--- src/rtl/aes_pkg.sv ---
// aes_pkg: mode encodings, FSM states and block/key widths shared by the AES
// mode-stream datapath and its helpers.
package aes_pkg;

  localparam int AES_BLK_W = 128;
  localparam int AES_KEY_W = 256;

  typedef enum logic [1:0] {
    MODE_ECB = 2'd0,
    MODE_CBC = 2'd1,
    MODE_CTR = 2'd2,
    MODE_ILL = 2'd3
  } aes_mode_e;

  typedef enum logic [2:0] {
    ST_IDLE = 3'd0,
    ST_KEY  = 3'd1,
    ST_IN   = 3'd2,
    ST_RUN  = 3'd3,
    ST_OUT  = 3'd4
  } aes_state_e;

endpackage

--- src/rtl/aes_ctr_inc.sv ---
// aes_ctr_inc: increments the low CTR_W bits of a counter block modulo 2^CTR_W,
// passing the upper bits through unchanged.
module aes_ctr_inc
  import aes_pkg::*;
#(
  parameter int CTR_W = 32
) (
  input  logic [AES_BLK_W-1:0] blk,
  output logic [AES_BLK_W-1:0] blk_inc
);

  logic [CTR_W-1:0] low_inc;

  assign low_inc = blk[CTR_W-1:0] + CTR_W'(1);

  if (CTR_W < AES_BLK_W) begin : g_split
    assign blk_inc = {blk[AES_BLK_W-1:CTR_W], low_inc};
  end else begin : g_full
    assign blk_inc = low_inc;
  end

endmodule

--- src/rtl/aes_mode_stream.sv ---
// aes_mode_stream: ECB/CBC/CTR mode sequencer around an external AES block
// engine, one block in flight, with IV chaining across multi-block messages.
module aes_mode_stream
  import aes_pkg::*;
#(
  parameter int CTR_W     = 32,
  parameter int BLK_CNT_W = 16
) (
  input  logic                 clk,
  input  logic                 reset_n,
  input  logic                 cfg_start,
  input  logic [1:0]           cfg_mode,
  input  logic                 cfg_encdec,
  input  logic                 cfg_keylen,
  input  logic                 cfg_rekey,
  input  logic [AES_KEY_W-1:0] cfg_key,
  input  logic [AES_BLK_W-1:0] cfg_iv,
  input  logic                 s_valid,
  output logic                 s_ready,
  input  logic [AES_BLK_W-1:0] s_data,
  input  logic                 s_last,
  output logic                 m_valid,
  input  logic                 m_ready,
  output logic [AES_BLK_W-1:0] m_data,
  output logic                 m_last,
  output logic                 busy,
  output logic                 done,
  output logic                 err,
  output logic [BLK_CNT_W-1:0] blk_cnt,
  output logic                 eng_init,
  output logic                 eng_next,
  output logic                 eng_encdec,
  output logic                 eng_keylen,
  output logic [AES_KEY_W-1:0] eng_key,
  output logic [AES_BLK_W-1:0] eng_block,
  input  logic                 eng_key_valid,
  input  logic                 eng_result_valid,
  input  logic [AES_BLK_W-1:0] eng_result
);

  aes_state_e           state, state_nxt;
  aes_mode_e            mode_q;
  logic                 encdec_q;
  logic                 keylen_q;
  logic [AES_KEY_W-1:0] key_q;
  logic [AES_BLK_W-1:0] chain_reg;
  logic [AES_BLK_W-1:0] data_q;
  logic                 last_q;
  logic [AES_BLK_W-1:0] ctr_next;

  aes_ctr_inc #(.CTR_W(CTR_W)) u_ctr_inc (
    .blk     (chain_reg),
    .blk_inc (ctr_next)
  );

  always_ff @(posedge clk or negedge reset_n) begin
    if (!reset_n) state <= ST_IDLE;
    else          state <= state_nxt;
  end

  // The engine may still report a stale key_valid during the init pulse cycle.
  always_comb begin
    state_nxt = state;
    case (state)
      ST_IDLE: if (cfg_start && (cfg_mode != MODE_ILL)) state_nxt = cfg_rekey ? ST_KEY : ST_IN;
      ST_KEY:  if (!eng_init && eng_key_valid) state_nxt = ST_IN;
      ST_IN:   if (s_valid) state_nxt = ST_RUN;
      ST_RUN:  if (eng_result_valid) state_nxt = ST_OUT;
      ST_OUT:  if (m_ready) state_nxt = last_q ? ST_IDLE : ST_IN;
      default: state_nxt = ST_IDLE;
    endcase
  end

  assign s_ready    = (state == ST_IN);
  assign m_valid    = (state == ST_OUT);
  assign busy       = (state != ST_IDLE);
  assign eng_key    = key_q;
  assign eng_keylen = keylen_q;
  assign eng_encdec = (mode_q == MODE_CTR) ? 1'b1 : encdec_q;

  always_comb begin
    eng_block = data_q;
    case (mode_q)
      MODE_CBC: if (encdec_q) eng_block = data_q ^ chain_reg;
      MODE_CTR: eng_block = chain_reg;
      default:  ;
    endcase
  end

  always_ff @(posedge clk or negedge reset_n) begin
    if (!reset_n) begin
      mode_q    <= MODE_ECB;
      encdec_q  <= 1'b0;
      keylen_q  <= 1'b0;
      key_q     <= '0;
      chain_reg <= '0;
      data_q    <= '0;
      last_q    <= 1'b0;
      m_data    <= '0;
      m_last    <= 1'b0;
      blk_cnt   <= '0;
      done      <= 1'b0;
      err       <= 1'b0;
      eng_init  <= 1'b0;
      eng_next  <= 1'b0;
    end else begin
      done     <= 1'b0;
      err      <= 1'b0;
      eng_init <= 1'b0;
      eng_next <= 1'b0;
      case (state)
        ST_IDLE: begin
          if (cfg_start) begin
            if (cfg_mode == MODE_ILL) begin
              err <= 1'b1;
            end else begin
              mode_q    <= aes_mode_e'(cfg_mode);
              encdec_q  <= cfg_encdec;
              keylen_q  <= cfg_keylen;
              key_q     <= cfg_key;
              chain_reg <= cfg_iv;
              blk_cnt   <= '0;
              eng_init  <= cfg_rekey;
            end
          end
        end
        ST_IN: begin
          if (s_valid) begin
            data_q   <= s_data;
            last_q   <= s_last;
            eng_next <= 1'b1;
          end
        end
        // CBC decrypt chains on the ciphertext just consumed, not on the result.
        ST_RUN: begin
          if (eng_result_valid) begin
            m_last <= last_q;
            case (mode_q)
              MODE_CBC: begin
                if (encdec_q) begin
                  m_data    <= eng_result;
                  chain_reg <= eng_result;
                end else begin
                  m_data    <= eng_result ^ chain_reg;
                  chain_reg <= data_q;
                end
              end
              MODE_CTR: begin
                m_data    <= data_q ^ eng_result;
                chain_reg <= ctr_next;
              end
              default: m_data <= eng_result;
            endcase
          end
        end
        ST_OUT: begin
          if (m_ready) begin
            blk_cnt <= blk_cnt + BLK_CNT_W'(1);
            done    <= last_q;
          end
        end
        default: ;
      endcase
    end
  end

endmodule

--- config.mk ---
export PLATFORM = sky130hd
export DESIGN_NAME = aes_mode_stream
export DESIGN_NICKNAME = d
export VERILOG_FILES = /design/src/rtl/aes_pkg.sv /design/src/rtl/aes_ctr_inc.sv /design/src/rtl/aes_mode_stream.sv
export SDC_FILE = /design/constraint.sdc
export NUM_CORES = 2
export LEC_CHECK = 0
export BUFFER_PORTS_ARGS = -buffer_cell sky130_fd_sc_hd__buf_2
export CAP_MARGIN = 10
export CORE_AREA = 10 10 460 462
export DETAILED_ROUTE_END_ITERATION = 16
export DIE_AREA = 0 0 470 472
export GPL_TIMING_DRIVEN = 0
export HOLD_SLACK_MARGIN = 0.06
export SYNTH_ARGS = -nofsm -noshare
export SYNTH_HDL_FRONTEND = slang
export SYNTH_SLANG_ARGS = --single-unit
export TNS_END_PERCENT = 50
--- constraint.sdc ---
create_clock -name clk -period 3.7 [get_ports clk]
set_clock_uncertainty 0.15 [all_clocks]
set_input_delay 0.555 -clock clk [delete_from_list [all_inputs] [get_ports clk]]
set_output_delay 0.555 -clock clk [all_outputs]
set_load 0.005 [all_outputs]
* After elaboration in Yosys (flattened, before gate mapping)
Cells that the tools add are included.
Widths: inputs -> output; s select.
** Storage, ports and cells
- Bits in registers :: 669
- Output and inout port bits :: 538
** Cells by class
- Eq/ne operators :: 18
- Add/subtract/negate cells :: 2
- Bitwise operators :: 4
- Mux-type cells :: 33
- Reduce and logical (&&, ||, !) cells :: 14
** Operator list (count)
- $pmux 128 s2 :: 4
- $mux 128 :: 6
- $xor 128x128->128 :: 3
- $mux 16 :: 3
- $add 32x1->32 const B :: 1
- $pmux 16 s2 :: 1
- $ne 2x2->1 const B :: 9
- $add 16x1->16 const B :: 1
- $mux 3 :: 5
- $pmux 3 s5 :: 1
- $mux 1 :: 11
- $reduce_and 5->1 :: 2
- $eq 3x2->1 const B :: 2
- $reduce_and 6->1 :: 1
- $eq 2x2->1 const B :: 2
- $mux 2 :: 2
- $reduce_and 2->1 :: 2
- $reduce_and 4->1 :: 1
- $reduce_bool 2->1 :: 2
- $eq 3x1->1 const B :: 1
- $eq 3x3->1 const B :: 1
- $logic_not 3->1 :: 1
- $ne 3x3->1 const B :: 1
- $reduce_and 3->1 :: 1
- other kinds (6) :: 7

* Longest topological paths before layout
- Word-level depth :: 4
- Gate-level depth with buffers :: 9

* Hierarchy
A second synthesis with hierarchy kept.
** Second synthesis, totals
- Cells, all modules :: 4819
- Area total of the unflattened synthesis :: 39730.6 um^2
** By module, submodules not included
- aes_mode_stream :: area each 38325.5 um^2, times used 1, seq. area each 16741.1 um^2, cells an instance 4627
- aes_ctr_inc :: area each 1405.1 um^2, times used 1, seq. area each 0.0 um^2, cells an instance 192

* Least setup slack after synthesis
OpenSTA, ideal clock, no wires.
- Path kind :: reg2out
- Start :: reg mode_q[1]
- End :: out eng_block[11]
- Stages on the path, launching flop included :: 9
- Required time :: 2995 ps
- Arrival :: 1915 ps
- Setup slack :: 1080 ps
- Cells stage by stage :: dfrtp_1 -> inv_1 -> ha_1 -> clkbuf_1 -> clkbuf_1 -> clkbuf_1 -> clkbuf_1 -> a21oi_1 -> o32ai_1
** On the way
- Word-level cells in the longest chain between the ends :: 2
- Elaborated cells on any way between the ends :: 3
- Those cells by class :: eq/ne: 2; mux: 1
** Ends and longest elaborated chain
- from (decl) :: line aes_mode_stream.sv:42 : aes_mode_e mode_q;
- from (signal assigned) :: line aes_mode_stream.sv:117 : mode_q <= aes_mode_e'(cfg_mode);
- $eq 2x2->1 / $eq 2x1->1 (equally long branches) :: line aes_mode_stream.sv:83 : case (mode_q)
- $pmux 128 s2 (*) :: line aes_mode_stream.sv:83
- to (decl) :: line aes_mode_stream.sv:35 : output logic [AES_BLK_W-1:0] eng_block,
Mark *: on every way between the ends. The rest lies on a longest branch, timed or not.

* Final worst setup path
- Start :: reg encdec_q
- End :: out eng_block[30]
** On the way
- Word-level cells in the longest chain between the ends :: 2
** Ends and longest elaborated chain
- from (decl) :: line aes_mode_stream.sv:43 : logic encdec_q;
- from (signal assigned) :: line aes_mode_stream.sv:118 : encdec_q <= cfg_encdec;
- $mux 128 :: line aes_mode_stream.sv:84 : MODE_CBC: if (encdec_q) eng_block = data_q ^ chain_reg;
- $pmux 128 s2 :: line aes_mode_stream.sv:83
No other way between the ends.

==> key figures <==
Floorplanning
  – Starting Density: 18.2%
  – Chip width: 470 um
  – Rows: about 170
  – Core area: ~0.20 sq mm
  – Die area: 0.222 sq mm
  – Die Y: 472 um
  – I/O pin total: 1191

Synth
  – Post-Synth Adder-Cell Area: less than 1%
  – Number of synthesized flops with an enable pin: 0
  – Mean post-synth cell area: around 8.1 sq um
  – Top cell type's share of synthesized area: roughly 46%
  – Post-synthesis mux area share: 5.29%
  – Ys async rst share: 100%
  – Synth Area in Compound Gates: around a quarter
  – Synth Area in XOR/XNOR: 0.502%
  – Sequential element share of the synthesized area: approximately 46%
  – Top cells by area, synth: dfrtp_1 (46%), nand2_1 (13%), o21ai_0 (6.4%)
  – Syn nets: roughly 5200
  – Post-synth top area cell: dfrtp_1
  – FF+latch count, synth: between 600 and 700
  – Syn Std Cell Area: around 0.037 sq mm
  – Synth Warn #: 0
  – Most used DFF post-synth: dfrtp_1
  – Post-Synthesis Cells: between 4000 and 5000
  – Simple-Gate Fraction of Synth Area: 18.9%
  – Largest family of logic cells by synthesized area: compound AO/OA/AOI/OAI gates
  – Post-synthesis cell type count: 63

Clock network
  – Clk_lat worst skew: 0.75 ns
  – Root Driver: clkbuf_16
  – Cts bufs inserted: 87
  – Worst-path clk slew: about 0.06 ns
  – Clk buf depth: 3
  – CTS sink count: 669
  – TritonCTS clock tree: done
  – H-tree depth: 3

GRT
  – Number of global-route vias before repair: 44900
  – Total grt overflow: 0
  – Largest net degree at the start of global routing: 110
  – First-pass GRT wire length: 384000 um
  – Global Route Usage Sum: about a quarter
  – Initial antenna violation count: 144

Pwr
  – Pwr/cell area: between 900 and 1000 mW/mm^2
  – Pleak: 26.1 nW
  – VDD IR-drop max: 0.433 mV

Timing
  – Fin crit share: 98.4%
  – Worst slew pin tran: 1.14 ns
  – Fmax: 0.275 GHz
  – Final setup viols: 0
  – Final slew viol count: 0
  – Period minus WS final: ~3.6 ns
  – Setup_tns: 0 ns
  – RSZ-0062 raised after global routing: true
  – Final-report hold violation count: 0
  – Slew HR: 24.1%

Placement
  – IO Port Bufs: 1190
  – DP Cell Count: 8409
  – Post-DP HPWL: around 230000 um
  – Routability-driven placement congestion ratio: 0.997

Routing
  – Residual DRC: 0
  – DR iter-0 viols: roughly 5300
  – Routed len/inst: approximately 31 um
  – Vias: 46200
  – Vias per inst: 4.98
  – Post-DRT Antenna Nets: 0
  – TritonRoute pass-1 iters: 8
  – Detailed Route WL: approximately 290000 um

Worst setup path
  – WP data required: 2.99 ns
  – Data arrival, critical path: 2.93 ns
  – Crit. End Element: primary output
  – Crit start category: flop
  – Reg2reg path depth: 8
  – WS Path Type: reg -> out
  – Crit path max fanout: 19

Hold path
  – Worst min path class: in -> reg
  – Hold Path Depth: 3

Final layout
  – NumNets Final: 7119
  – Share of layout cells above drive strength 1: 25.2%
  – Area Overhead vs Synth: 53.8%
  – Most frequent cells in the layout: nand2_1 (1294), buf_2 (1234), dfrtp_1 (669)
  – Most common cell after layout, fill and taps aside: nand2_1
  – Max FFs per register: between 200 and 300
  – Non-Filler Instances: 9280

Run
  – Max-Cap Viols: 0

Run status
  – Status: complete, no violations
==> metrics by stage <==
stage / power [mW] / util (%) / area (sq um) / hold slack [ns] / setup slack, ns
4_1_cts: 55.9 / 27.8 / 56100 / 0.0655 / -0.0414
5_1_grt: 59.0 / 27.9 / 56300 / 0.105 / -0.0620
2_1_floorplan: 27.9 / - / 36700 / 0.109 / 1.08
3_3_place_gp: 44.8 / 22.8 / 46000 / 0.304 / -14.20
3_5_place_dp: 45.3 / 22.9 / 46300 / 0.307 / -1.29
6_report: 56.2 / 27.9 / 56400 / 0.114 / 0.0608
==> Yosys cell counts, drive strengths merged (3+ instances only) <==
| library cell | instances |
|---|---|
| nor4b | 5 |
| nand2 | 1297 |
| nor3 | 236 |
| nor3b | 5 |
| xnor2 | 21 |
| and4 | 5 |
| mux2i | 107 |
| or4b | 3 |
| o211a | 5 |
| and3 | 5 |
| a31o | 42 |
| a211oi | 101 |
| nand3 | 18 |
| o211ai | 143 |
| nor2b | 4 |
| o21ai | 470 |
| o32ai | 15 |
| o31a | 3 |
| a32o | 75 |
| o31ai | 4 |
| buf | 72 |
| mux2 | 77 |
| clkbuf | 325 |
| nand4 | 10 |
| a21boi | 4 |
| o311ai | 5 |
| nor2 | 89 |
| nand3b | 3 |
| ha | 4 |
| inv | 192 |
| or2 | 4 |
| a22oi | 134 |
| a31oi | 34 |
| dfrtp | 669 |
| a21oi | 312 |
| nor4 | 9 |
==> routing by layer <==
metal	vias up	track usage (%)	wire, um	share of wire [%]
li1	19800	-	-	-
met1	22700	30.7	115000	40
met2	2935	38.4	127000	44
met3	636	6.25	25400	8.9
met4	38	12.6	17800	6.3
met5	-	0	221	0.077
==> report_power, final <==
group / switching [mW] / leakage (nW) / internal, mW
clock: 3.92 / 1.40 / 5.09
combinational: 22.4 / 16.5 / 10.8
sequential: 3.30 / 8.24 / 10.6
==> worst paths after layout <==
check                                endpoint  slack (ns)          from
worst max register to register  chain_reg[71]        0.08      state[2]
worst max-delay path            eng_block[30]        0.06      encdec_q
worst min register to register   eng_key[105]        0.32  eng_key[105]
min in group asynchronous          eng_key[4]        0.25       reset_n
max in group asynchronous         eng_key[58]        1.44       reset_n
worst min-delay path              eng_key[26]        0.11   cfg_key[26]
==> layout make-up <==
class | count | area, sq um
Sequential cell | 669 | 16700
Buffer | 390 | 2010
Clock buffer | 124 | 2460
Antenna cell | 83 | 208
Multi-Input combinational cell | 3273 | 17700
Fill cell | 21700 | 146000
Tap cell | 2672 | 3340
Inverter | 192 | 726
Clock inverter | 28 | 437
Timing Repair Buffer | 1849 | 12700
==> timing repair <==
| action | in CTS | in global routing |
|---|---|---|
| hold buffers | 638 | 0 |
| pin swaps | 0 | 1 |
| buffers inserted | 1 | 4 |
| hold endpoints to repair | 722 | 0 |
| resized for setup | 211 | 29 |
| endpoints found under the setup margin | 387 | 88 |
==> critical path: stages (launching register included) <==
cell	delay (ns)
dfrtp_1	0.38
buf_12	0.25
buf_8	0.24
buf_8	0.26
clkbuf_4	0.31
nand2_1	0.07
a21oi_1	0.27
o32ai_4	0.18
buf_4	0.20
==> cell families (layout without fill, tap and decap cells) <==
family          count (synthesis)  after routing
simple gates                 1700           1700
xor+xnor                       21             21
mux                           184            184
compound gates               1364           1364
flops                         669            669
buf+inv                       589           2583
other cells                     0             83
fa+ha+maj                       4              4
Power figures use the tool's default switching activity.
